==> src/rtl/qspi_flash_read_controller.sv <==
// ---------------------------------------------------------------------------
// qspi_flash_read_controller
// Read-only quad-SPI NOR flash controller for the cartridge ROM path. Issues
// Fast Read Quad I/O (0xEB) at a start address, then streams sequential data
// words until stopped. A host stall freezes SCK low between words.
//
// Ports:
//   clk, rstn          system clock, synchronous active-low reset
//   spi_data_in[3:0]   IO[3:0] from flash (IO0 = bit 0)
//   spi_data_out[3:0]  IO[3:0] drive values
//   spi_data_oe[3:0]   per-bit output enable, 1 = drive
//   spi_select         chip select, active low
//   spi_clk_out        SCK, period = 2 clk
//   addr_in            start byte address, sampled with start_read
//   start_read         begin a transaction (ignored unless idle)
//   stall_read         hold the stream once the current word is complete
//   stop_read          end the transaction
//   data_out           last completed word, first byte in bits [7:0]
//   data_ready         data_out holds a complete word
//   busy               transaction in progress (select asserted)
// ---------------------------------------------------------------------------
module qspi_flash_read_controller #(
  parameter int DATA_WIDTH_BYTES = 1,
  parameter int ADDR_BITS        = 24
) (
  input  logic                          clk,
  input  logic                          rstn,
  input  logic [3:0]                    spi_data_in,
  output logic [3:0]                    spi_data_out,
  output logic [3:0]                    spi_data_oe,
  output logic                          spi_select,
  output logic                          spi_clk_out,
  input  logic [ADDR_BITS-1:0]          addr_in,
  input  logic                          start_read,
  input  logic                          stall_read,
  input  logic                          stop_read,
  output logic [8*DATA_WIDTH_BYTES-1:0] data_out,
  output logic                          data_ready,
  output logic                          busy
);

  localparam int WORD_W       = 8 * DATA_WIDTH_BYTES;
  localparam int NIB_PER_WORD = 2 * DATA_WIDTH_BYTES;
  localparam int CNT_W        = 8;

  localparam logic [7:0]       CMD_QUAD_READ = 8'hEB;
  localparam logic [CNT_W-1:0] CNT_ONE       = CNT_W'(1);
  localparam logic [CNT_W-1:0] CMD_LAST      = CNT_W'(7);
  localparam logic [CNT_W-1:0] ADDR_LAST     = CNT_W'(ADDR_BITS / 4 - 1);
  localparam logic [CNT_W-1:0] MODE_LAST     = CNT_W'(1);
  localparam logic [CNT_W-1:0] DUMMY_LAST    = CNT_W'(3);
  localparam logic [CNT_W-1:0] WORD_LAST     = CNT_W'(NIB_PER_WORD - 1);

  typedef enum logic [2:0] {
    S_IDLE, S_CMD, S_ADDR, S_MODE, S_DUMMY, S_DATA
  } state_t;

  state_t               r_state;
  logic                 r_start_pend;
  logic [ADDR_BITS-1:0] r_addr;
  logic [7:0]           r_cmd;
  logic [CNT_W-1:0]     r_cnt;
  logic [WORD_W-1:0]    r_acc;
  logic [WORD_W-1:0]    r_data;
  logic [3:0]           r_io_out;
  logic [3:0]           r_io_oe;
  logic                 r_sel;
  logic                 r_sck;
  logic                 r_busy;
  logic                 r_ready;

  logic [CNT_W-1:0]     w_nib_pos;
  logic [WORD_W-1:0]    w_acc_next;
  logic                 w_hold;

  // Nibble k of a word lands at position k^1: high nibble of each byte first.
  assign w_nib_pos = r_cnt ^ CNT_ONE;
  // Stall only bites once a word is on data_out; it gates the next SCK rise.
  assign w_hold    = stall_read && r_ready;

  always_comb begin
    w_acc_next = r_acc;
    for (int i = 0; i < NIB_PER_WORD; i++) begin
      if (w_nib_pos == CNT_W'(i)) w_acc_next[i*4 +: 4] = spi_data_in;
    end
  end

  always_ff @(posedge clk) begin
    if (!rstn) begin
      r_state      <= S_IDLE;
      r_start_pend <= 1'b0;
      r_addr       <= '0;
      r_cmd        <= '0;
      r_cnt        <= '0;
      r_acc        <= '0;
      r_data       <= '0;
      r_io_out     <= 4'h0;
      r_io_oe      <= 4'h0;
      r_sel        <= 1'b1;
      r_sck        <= 1'b0;
      r_busy       <= 1'b0;
      r_ready      <= 1'b0;
    end else if (r_busy && stop_read) begin
      // Stop beats stall and any concurrent start; data_out is kept.
      r_state  <= S_IDLE;
      r_io_out <= 4'h0;
      r_io_oe  <= 4'h0;
      r_sel    <= 1'b1;
      r_sck    <= 1'b0;
      r_busy   <= 1'b0;
      r_ready  <= 1'b0;
    end else begin
      case (r_state)
        S_IDLE: begin
          if (r_start_pend) begin
            // Select asserts one cycle after the start edge; first command
            // bit is already on IO0 for the first SCK rise.
            r_start_pend <= 1'b0;
            r_state      <= S_CMD;
            r_sel        <= 1'b0;
            r_busy       <= 1'b1;
            r_sck        <= 1'b0;
            r_cnt        <= '0;
            r_io_oe      <= 4'b0001;
            r_io_out     <= {3'b000, CMD_QUAD_READ[7]};
            r_cmd        <= {CMD_QUAD_READ[6:0], 1'b0};
          end else if (start_read) begin
            r_start_pend <= 1'b1;
            r_addr       <= addr_in;
          end
        end
        default: begin
          if (!r_sck) begin
            if (!w_hold) r_sck <= 1'b1;
          end else begin
            // End of the high phase: sample, drop SCK, present next value.
            r_sck <= 1'b0;
            case (r_state)
              S_CMD: begin
                if (r_cnt == CMD_LAST) begin
                  r_state  <= S_ADDR;
                  r_cnt    <= '0;
                  r_io_oe  <= 4'b1111;
                  r_io_out <= r_addr[ADDR_BITS-1 -: 4];
                  r_addr   <= r_addr << 4;
                end else begin
                  r_cnt    <= r_cnt + CNT_ONE;
                  r_io_out <= {3'b000, r_cmd[7]};
                  r_cmd    <= r_cmd << 1;
                end
              end
              S_ADDR: begin
                if (r_cnt == ADDR_LAST) begin
                  r_state  <= S_MODE;
                  r_cnt    <= '0;
                  r_io_out <= 4'hF;
                end else begin
                  r_cnt    <= r_cnt + CNT_ONE;
                  r_io_out <= r_addr[ADDR_BITS-1 -: 4];
                  r_addr   <= r_addr << 4;
                end
              end
              S_MODE: begin
                if (r_cnt == MODE_LAST) begin
                  r_state  <= S_DUMMY;
                  r_cnt    <= '0;
                  r_io_oe  <= 4'h0;
                  r_io_out <= 4'h0;
                end else begin
                  r_cnt <= r_cnt + CNT_ONE;
                end
              end
              S_DUMMY: begin
                if (r_cnt == DUMMY_LAST) begin
                  r_state <= S_DATA;
                  r_cnt   <= '0;
                end else begin
                  r_cnt <= r_cnt + CNT_ONE;
                end
              end
              S_DATA: begin
                r_acc <= w_acc_next;
                if (r_cnt == '0) r_ready <= 1'b0;
                if (r_cnt == WORD_LAST) begin
                  r_data  <= w_acc_next;
                  r_ready <= 1'b1;
                  r_cnt   <= '0;
                end else begin
                  r_cnt <= r_cnt + CNT_ONE;
                end
              end
              default: ;
            endcase
          end
        end
      endcase
    end
  end

  assign spi_data_out = r_io_out;
  assign spi_data_oe  = r_io_oe;
  assign spi_select   = r_sel;
  assign spi_clk_out  = r_sck;
  assign data_out     = r_data;
  assign data_ready   = r_ready;
  assign busy         = r_busy;

endmodule

==> config.mk <==
export PLATFORM = sky130hd
export DESIGN_NAME = qspi_flash_read_controller
export DESIGN_NICKNAME = d
export VERILOG_FILES = /design/src/rtl/qspi_flash_read_controller.sv
export SDC_FILE = /design/constraint.sdc
export NUM_CORES = 1
export LEC_CHECK = 0
export ABC_AREA = 1
export CORE_MARGIN = 2
export CORE_UTILIZATION = 45
export CTS_CLUSTER_DIAMETER = 80
export DETAILED_ROUTE_END_ITERATION = 6
export GPL_TIMING_DRIVEN = 0
export PLACE_DENSITY_LB_ADDON = 0.15
export SKIP_LAST_GASP = 1
export SLEW_MARGIN = 20
export SYNTH_ARGS = -nofsm -noshare
export SYNTH_HDL_FRONTEND = slang
export SYNTH_SLANG_ARGS = --single-unit
export TNS_END_PERCENT = 30
==> constraint.sdc <==
create_clock -name clk -period 5.15 [get_ports clk]
set_clock_uncertainty 0.2 [all_clocks]
set_input_delay 1.03 -clock clk [delete_from_list [all_inputs] [get_ports clk]]
set_output_delay 1.03 -clock clk [all_outputs]
set_load 0.005 [all_outputs]
==> results.txt, run 1 <==
Crit end category: flop
Setup TNS: 0 ns
Worst Max-Slew Pin Slew: 0.583 ns
Hold path depth: 2
Final worst-path cycle share: 0.514
Sequential area share after synthesis: 0.380
CP required: 5.19 ns
Ratio of cells with drive above 1 in the final layout: 0.111
Overall routing resource usage: 0.214
Clock sink count: 65
R2R Setup Slk: 2.96 ns
Total gr overflow: 0
Cell taking the most area after synthesis: dfxtp_1
Final WL: 8270 um
H-tree levels: 3
Final HPWL DP: 6080 um
Reg area: 1300 sq um
Combinational Power Share: 0.447
Routed via count: 3315
Clk pin slew, worst setup/hold paths: 0.07 ns
RSZ-0062 raised after global routing: false
Setup violations, final: 0
Fin crit period: 2.65 ns
Mapped Cells: 506
Cts hold-fix bufs: 0
Vias/cell: 4.93
Worst skew pair latency: 0.34 ns
Top cell by count, worst path: nor2_1
Top Ports: 53
Clock network fraction of design power: 0.232
Syn Nets: 546
Initial antenna violation count: 0
Ant diodes: 0
Area Growth Syn to Fin: 25.5%
Hold Path Sink: data_out[3]$_SDFFE_PN0P_
Num CTS Buffers: 9
CP max FO: 10
Drc violations: 0
Max-slew headroom: 0.610
IO Port Bufs: 52
Sw Pwr: 0.000871 W
Number of distinct library cells after synthesis: 34
R2R cell count: 9
FF-to-FF End: r_addr[16]$_SDFFE_PN0P_
Clock root cell: clkbuf_8
Final Hold Viols: 0
Outcome: completed
CP max stage cell: clkdlybuf4s50_1
CP cell instances: clkdlybuf4s50_1, nand2_2, inv_1, nor2_1, nand2_1, nor2_4, nand2_4, buf_6, o21ai_0, nor2_1
Startpoint Class: primary input
Crit path arrival time: 2.69 ns
Initial Util: 0.469
Routed wire per std cell: 12.3 um
Cell with the most instances after synthesis: nand2_1
Worst hold path startpoint: data_out[3]$_SDFFE_PN0P_
Gpl congestion: 0.900
Yosys top cell area share: 0.380
DR iter-0 viols: 158
Die Ht: 91.2 um
First-pass GRT wire length: 14300 um
Post-synthesis instance area: 3420 sq um
Asr flop ratio synth: 0
Die area: 8310 sq um
Syn_area_per_cell: 6.76 sq um
Die W: 91.2 um
Multi-input gate area: 1790 sq um
Fin nets: 609
PwrDens: 500 nW/um^2
Placed cell count: 657
Worst vdd ir: 0.241 mV
Predominant post-synthesis flop cell: dfxtp_1
# fillers: 746
Tightest Hold Check Type: flop to flop
Leak: 1.84 nW
CTS Buffer Depth: 2
Largest net degree at the start of global routing: 12
Post-CTS Setup Bufs: 0
Sw Ratio: 0.406
Top cells by area, synth: dfxtp_1 (38%), nand2_1 (13%), nor2_1 (10%)
Crit path kind: primary input to flop
Int Power: 0.00128 W
Core ar.: 7290 sq um
# Max-Cap Violations: 0
Layout Cells excl Fill: 673
EDFF count, synth: 0
Most frequent cells after synthesis: nand2_1 (119), nor2_1 (93), dfxtp_1 (65), o21ai_0 (50), inv_1 (41)
DR pass1 iterations: 4
FF+latch count, synth: 65
Vias in the first global route: 3132
TritonCTS clock tree: yes
Remaining antenna violation count: 0
Post-CTS Resized: 0
Worst r2r src: r_cnt[0]$_SDFFE_PN0P_
Synth warnings: 0
Site row count: 31
F_max: 377 MHz
Critical path's largest stage delay: 0.41 ns
Seq pwr share: 0.321
Slew Viols, Final: 0
state kept, by name, indices dropped and copies added (netlist names):
signal,cells
r_acc,4
r_state,3
busy,1
data_out,8
spi_data_oe,2
spi_select,1
r_addr,24
r_cnt,8
data_ready,1
spi_clk_out,1
r_cmd,7
r_start_pend,1
spi_data_out,4
power groups by stage:
stage | logic, W | clock network (W) | registers (W)
after detailed placement | 0.000960 | 0 | 0.000699
after floorplan | 0.000703 | 0 | 0.000685
after global placement | 0.000943 | 0 | 0.000694
after global routing | 0.00109 | 0.000528 | 0.000704
after CTS | 0.000963 | 0.000511 | 0.000689
final | 0.000960 | 0.000499 | 0.000689
cells by family after synthesis:
family,Yosys count,synth area share
muxes,1,0.00293
adders and majority gates,7,0.0256
DFF,65,0.380
and+or+nand+nor,263,0.336
AOI/OAI and AO/OA,101,0.157
buffers and inverters,68,0.0958
xor gates and xnor gates,1,0.00256
layout make-up:
cell class / instances / area share
sequential: 65 / 0.303
inverter: 47 / 0.0422
tap: 99 / 0.0288
clock buffer: 11 / 0.0353
buffer: 21 / 0.0341
multi-input combinational: 373 / 0.417
timing repair buffer: 52 / 0.121
clock inverter: 5 / 0.0181
layout by cell type (no fill, tap or decap), drive strengths merged:
master	instances
clkbuf	16
o211ai	3
ha	7
nor3	5
a221oi	1
nand4	1
clkinv	2
a22oi	1
mux2i	1
dfxtp	65
clkdlybuf4s50	52
buf	16
a31oi	5
o21bai	1
o21ai	54
inv	47
nor2	106
o21a	2
nand3	22
nand2	129
bufinv	2
clkinvlp	1
a21oi	34
xnor2	1
worst max-delay path by stage:
stage | from | endpoint | slack, ns | depth (start not counted)
after detailed placement | stop_read | r_addr[19]$_SDFFE_PN0P_ | 2.15 | 10
after global placement | stop_read | r_addr[16]$_SDFFE_PN0P_ | 2.18 | 10
after CTS | stop_read | r_addr[19]$_SDFFE_PN0P_ | 2.52 | 10
after floorplan | stop_read | r_addr[14]$_SDFFE_PN0P_ | 2.86 | 9
after global routing | stop_read | r_addr[16]$_SDFFE_PN0P_ | 2.39 | 10
final | stop_read | r_addr[16]$_SDFFE_PN0P_ | 2.50 | 10
per-layer routing:
metal  track usage  wire, um  vias up
met5             0         0        -
met4         0.106       199        0
met3        0.0315       287       16
met2         0.341      3760       81
met1         0.283      4030     1478
li1              -         -     1740
worst max-delay path, delay by kind of cell:
| kind | cells | cell delay, ns |
|---|---|---|
| simple gates | 6 | 0.70 |
| compound gates | 1 | 0.22 |
| buf+inv | 3 | 0.71 |
per-stage QoR:
| step | power [W] | hold WS [ns] | util | setup WS, ns | instance area (sq um) |
|---|---|---|---|---|---|
| 2_1_floorplan | 0.00139 | 0.240 | - | 2.86 | 3420 |
| 3_3_place_gp | 0.00164 | 0.237 | 0.557 | 2.18 | 4070 |
| 3_5_place_dp | 0.00166 | 0.238 | 0.557 | 2.15 | 4070 |
| 4_1_cts | 0.00216 | 0.250 | 0.589 | 2.52 | 4290 |
| 5_1_grt | 0.00233 | 0.271 | 0.589 | 2.39 | 4290 |
| 6_report | 0.00215 | 0.249 | 0.589 | 2.50 | 4290 |
No activity file was read; power rests on OpenSTA's default activity.
==> inputs of run 2 (changes only) <==
clock period = 2.3 ns   (was 5.15 ns; I/O delays follow)
==> run 2 against run 1 <==
Sequential power increased by 120%. Die area unchanged. Hold slack about the same. Sequential share of layout area about the same. Core utilization is essentially flat. Power grew 120%. Critical path depth is 1 lower. Setup slack got worse by 2.3 ns. Flip-flop and latch count unchanged. Routed wire length is essentially flat. Clock power is 120% higher. Critical path type is now flop to flop. Largest cell class unchanged. Largest power group unchanged. Highest routed layer unchanged.
==> results.txt, run 2 (synthesized netlist as in run 1, its figures left out) <==
Tightest Hold Check Type: flop to flop
Gpl congestion: 0.900
PwrDens: 1120 nW/um^2
F_max: 476 MHz
Startpoint Class: flop
Reg area: 1300 sq um
Routed via count: 3314
# fillers: 746
Slew Viols, Final: 0
Routed wire per std cell: 12.3 um
# Max-Cap Violations: 0
Worst hold path startpoint: data_out[3]$_SDFFE_PN0P_
Outcome: completed
Post-CTS Setup Bufs: 0
Initial antenna violation count: 0
Multi-input gate area: 1790 sq um
Fin nets: 609
Vias in the first global route: 3132
Clock sink count: 65
Final worst-path cycle share: 0.913
Final Hold Viols: 0
DP Area: 4070 sq um
Ant diodes: 0
CP max stage cell: dfxtp_1
Overall routing resource usage: 0.214
Largest net degree at the start of global routing: 12
Worst Max-Slew Pin Slew: 0.584 ns
Final WL: 8270 um
H-tree levels: 3
Worst skew pair latency: 0.34 ns
Num CTS Buffers: 9
Setup violations, final: 0
Site row count: 31
Worst r2r src: r_cnt[1]$_SDFFE_PN0P_
Core Util, Final: 0.589
Top cell by count, worst path: nor2_4
Area Growth Syn to Fin: 25.6%
Clk pin slew, worst setup/hold paths: 0.07 ns
DR pass1 iterations: 4
Worst vdd ir: 0.539 mV
CP required: 2.34 ns
First-pass GRT wire length: 14300 um
Drc violations: 0
Initial Util: 0.469
Largest register FFs: 24
CP max FO: 10
Die area: 8310 sq um
Most flops, register: r_addr
Commonest non-fill, non-tap cells in the layout: nand2_1 (119), nor2_1 (93), dfxtp_1 (64), clkdlybuf4s50_1 (52), o21ai_0 (50)
CTS Buffer Depth: 2
IO Port Bufs: 52
CP cell instances: ha_1, nand3_1, nor2_4, nor2_2, nor2_4, nand2_4, buf_6, o21ai_0, nor2_1
Crit path kind: flop to flop
Core ar.: 7290 sq um
Die W: 91.2 um
Fin crit period: 2.10 ns
Crit path arrival time: 2.14 ns
Top Ports: 53
Final Cell Area: 4300 sq um
Final HPWL DP: 6080 um
Remaining antenna violation count: 0
Ratio of cells with drive above 1 in the final layout: 0.113
Worst Setup SP: r_cnt[1]$_SDFFE_PN0P_
RSZ-0062 raised after global routing: false
Total gr overflow: 0
Final worst slack: 0.201 ns
TritonCTS clock tree: yes
Setup WS pre-CTS: -0.131 ns
Crit end category: flop
Commonest non-fill, non-tap cell in the layout: nand2_1
Max-slew headroom: 0.609
Clock root cell: clkbuf_8
Leak: 1.84 nW
Die Ht: 91.2 um
Vias/cell: 4.92
DR iter-0 viols: 159
Critical path's largest stage delay: 0.44 ns
==> run 2: cell count changes in the layout (fill, tap and decap cells not counted) <==
cell / change
dfxtp_1: -1
dfxtp_2: +1
==> run 2: layout make-up <==
cell class	count	area share
plain buffers	21	0.0341
clock buffers	11	0.0352
well taps	99	0.0288
flip-flops and latches	65	0.303
clock inverters	5	0.0181
repair buffers	52	0.121
inverters	47	0.0422
multi-input cells	373	0.417
==> run 2: worst max-delay path, delay by kind of cell (launching register included) <==
family | cells | cell delay (ns)
adder cells (fa/ha/maj) | 1 | 0.25
buffers and inverters | 1 | 0.16
AND/OR/NAND/NOR | 6 | 0.70
AO/OA/AOI/OAI | 1 | 0.22
flip-flops | 1 | 0.44
==> run 2: final timing paths <==
path                         endpoint  depth (start not counted)  slack, ns
max           r_addr[16]$_SDFFE_PN0P_                          9       0.20
min          data_out[3]$_SDFFE_PN0P_                          2       0.25
max reg2reg   r_addr[16]$_SDFFE_PN0P_                          9       0.20
min reg2reg  data_out[3]$_SDFFE_PN0P_                          2       0.25
==> run 2: stage by stage <==
step	setup TNS, ns	hold WS (ns)	instances	total power (W)
finish	0	0.249	673	0.00481
global route	0	0.271	673	0.00521
CTS	0	0.250	673	0.00484
detailed placement	-1.19	0.238	657	0.00371
global placement	-0.679	0.237	657	0.00367
floorplan	0	0.240	506	0.00311
==> run 2: metal layers <==
layer  global-route usage  vias up  share of wire
li1                     -     1739              -
met1                0.283     1481           0.48
met2                0.341       78           0.46
met3               0.0315       16          0.036
met4                0.106        0          0.024
met5                    0        -              0
==> run 2: timing repair <==
item	CTS	global route
resized for setup	0	1
setup endpoints to repair	0	3
hold buffers	0	0
==> run 2: report_power, final <==
group	leakage [nW]	switching (W)	total, W	internal (W)
Sequential	0.533	0.000160	0.00154	0.00138
Combinational	1.19	0.00134	0.00215	0.000810
Clock	0.115	0.000451	0.00112	0.000666
Total	1.84	0.00195	0.00481	0.00286
==> inputs of run 3 (changes only) <==
TNS_END_PERCENT = unset   (was 30)
==> results of run 3 <==
The final DEF is identical to that of run 2; final timing and power are the same.
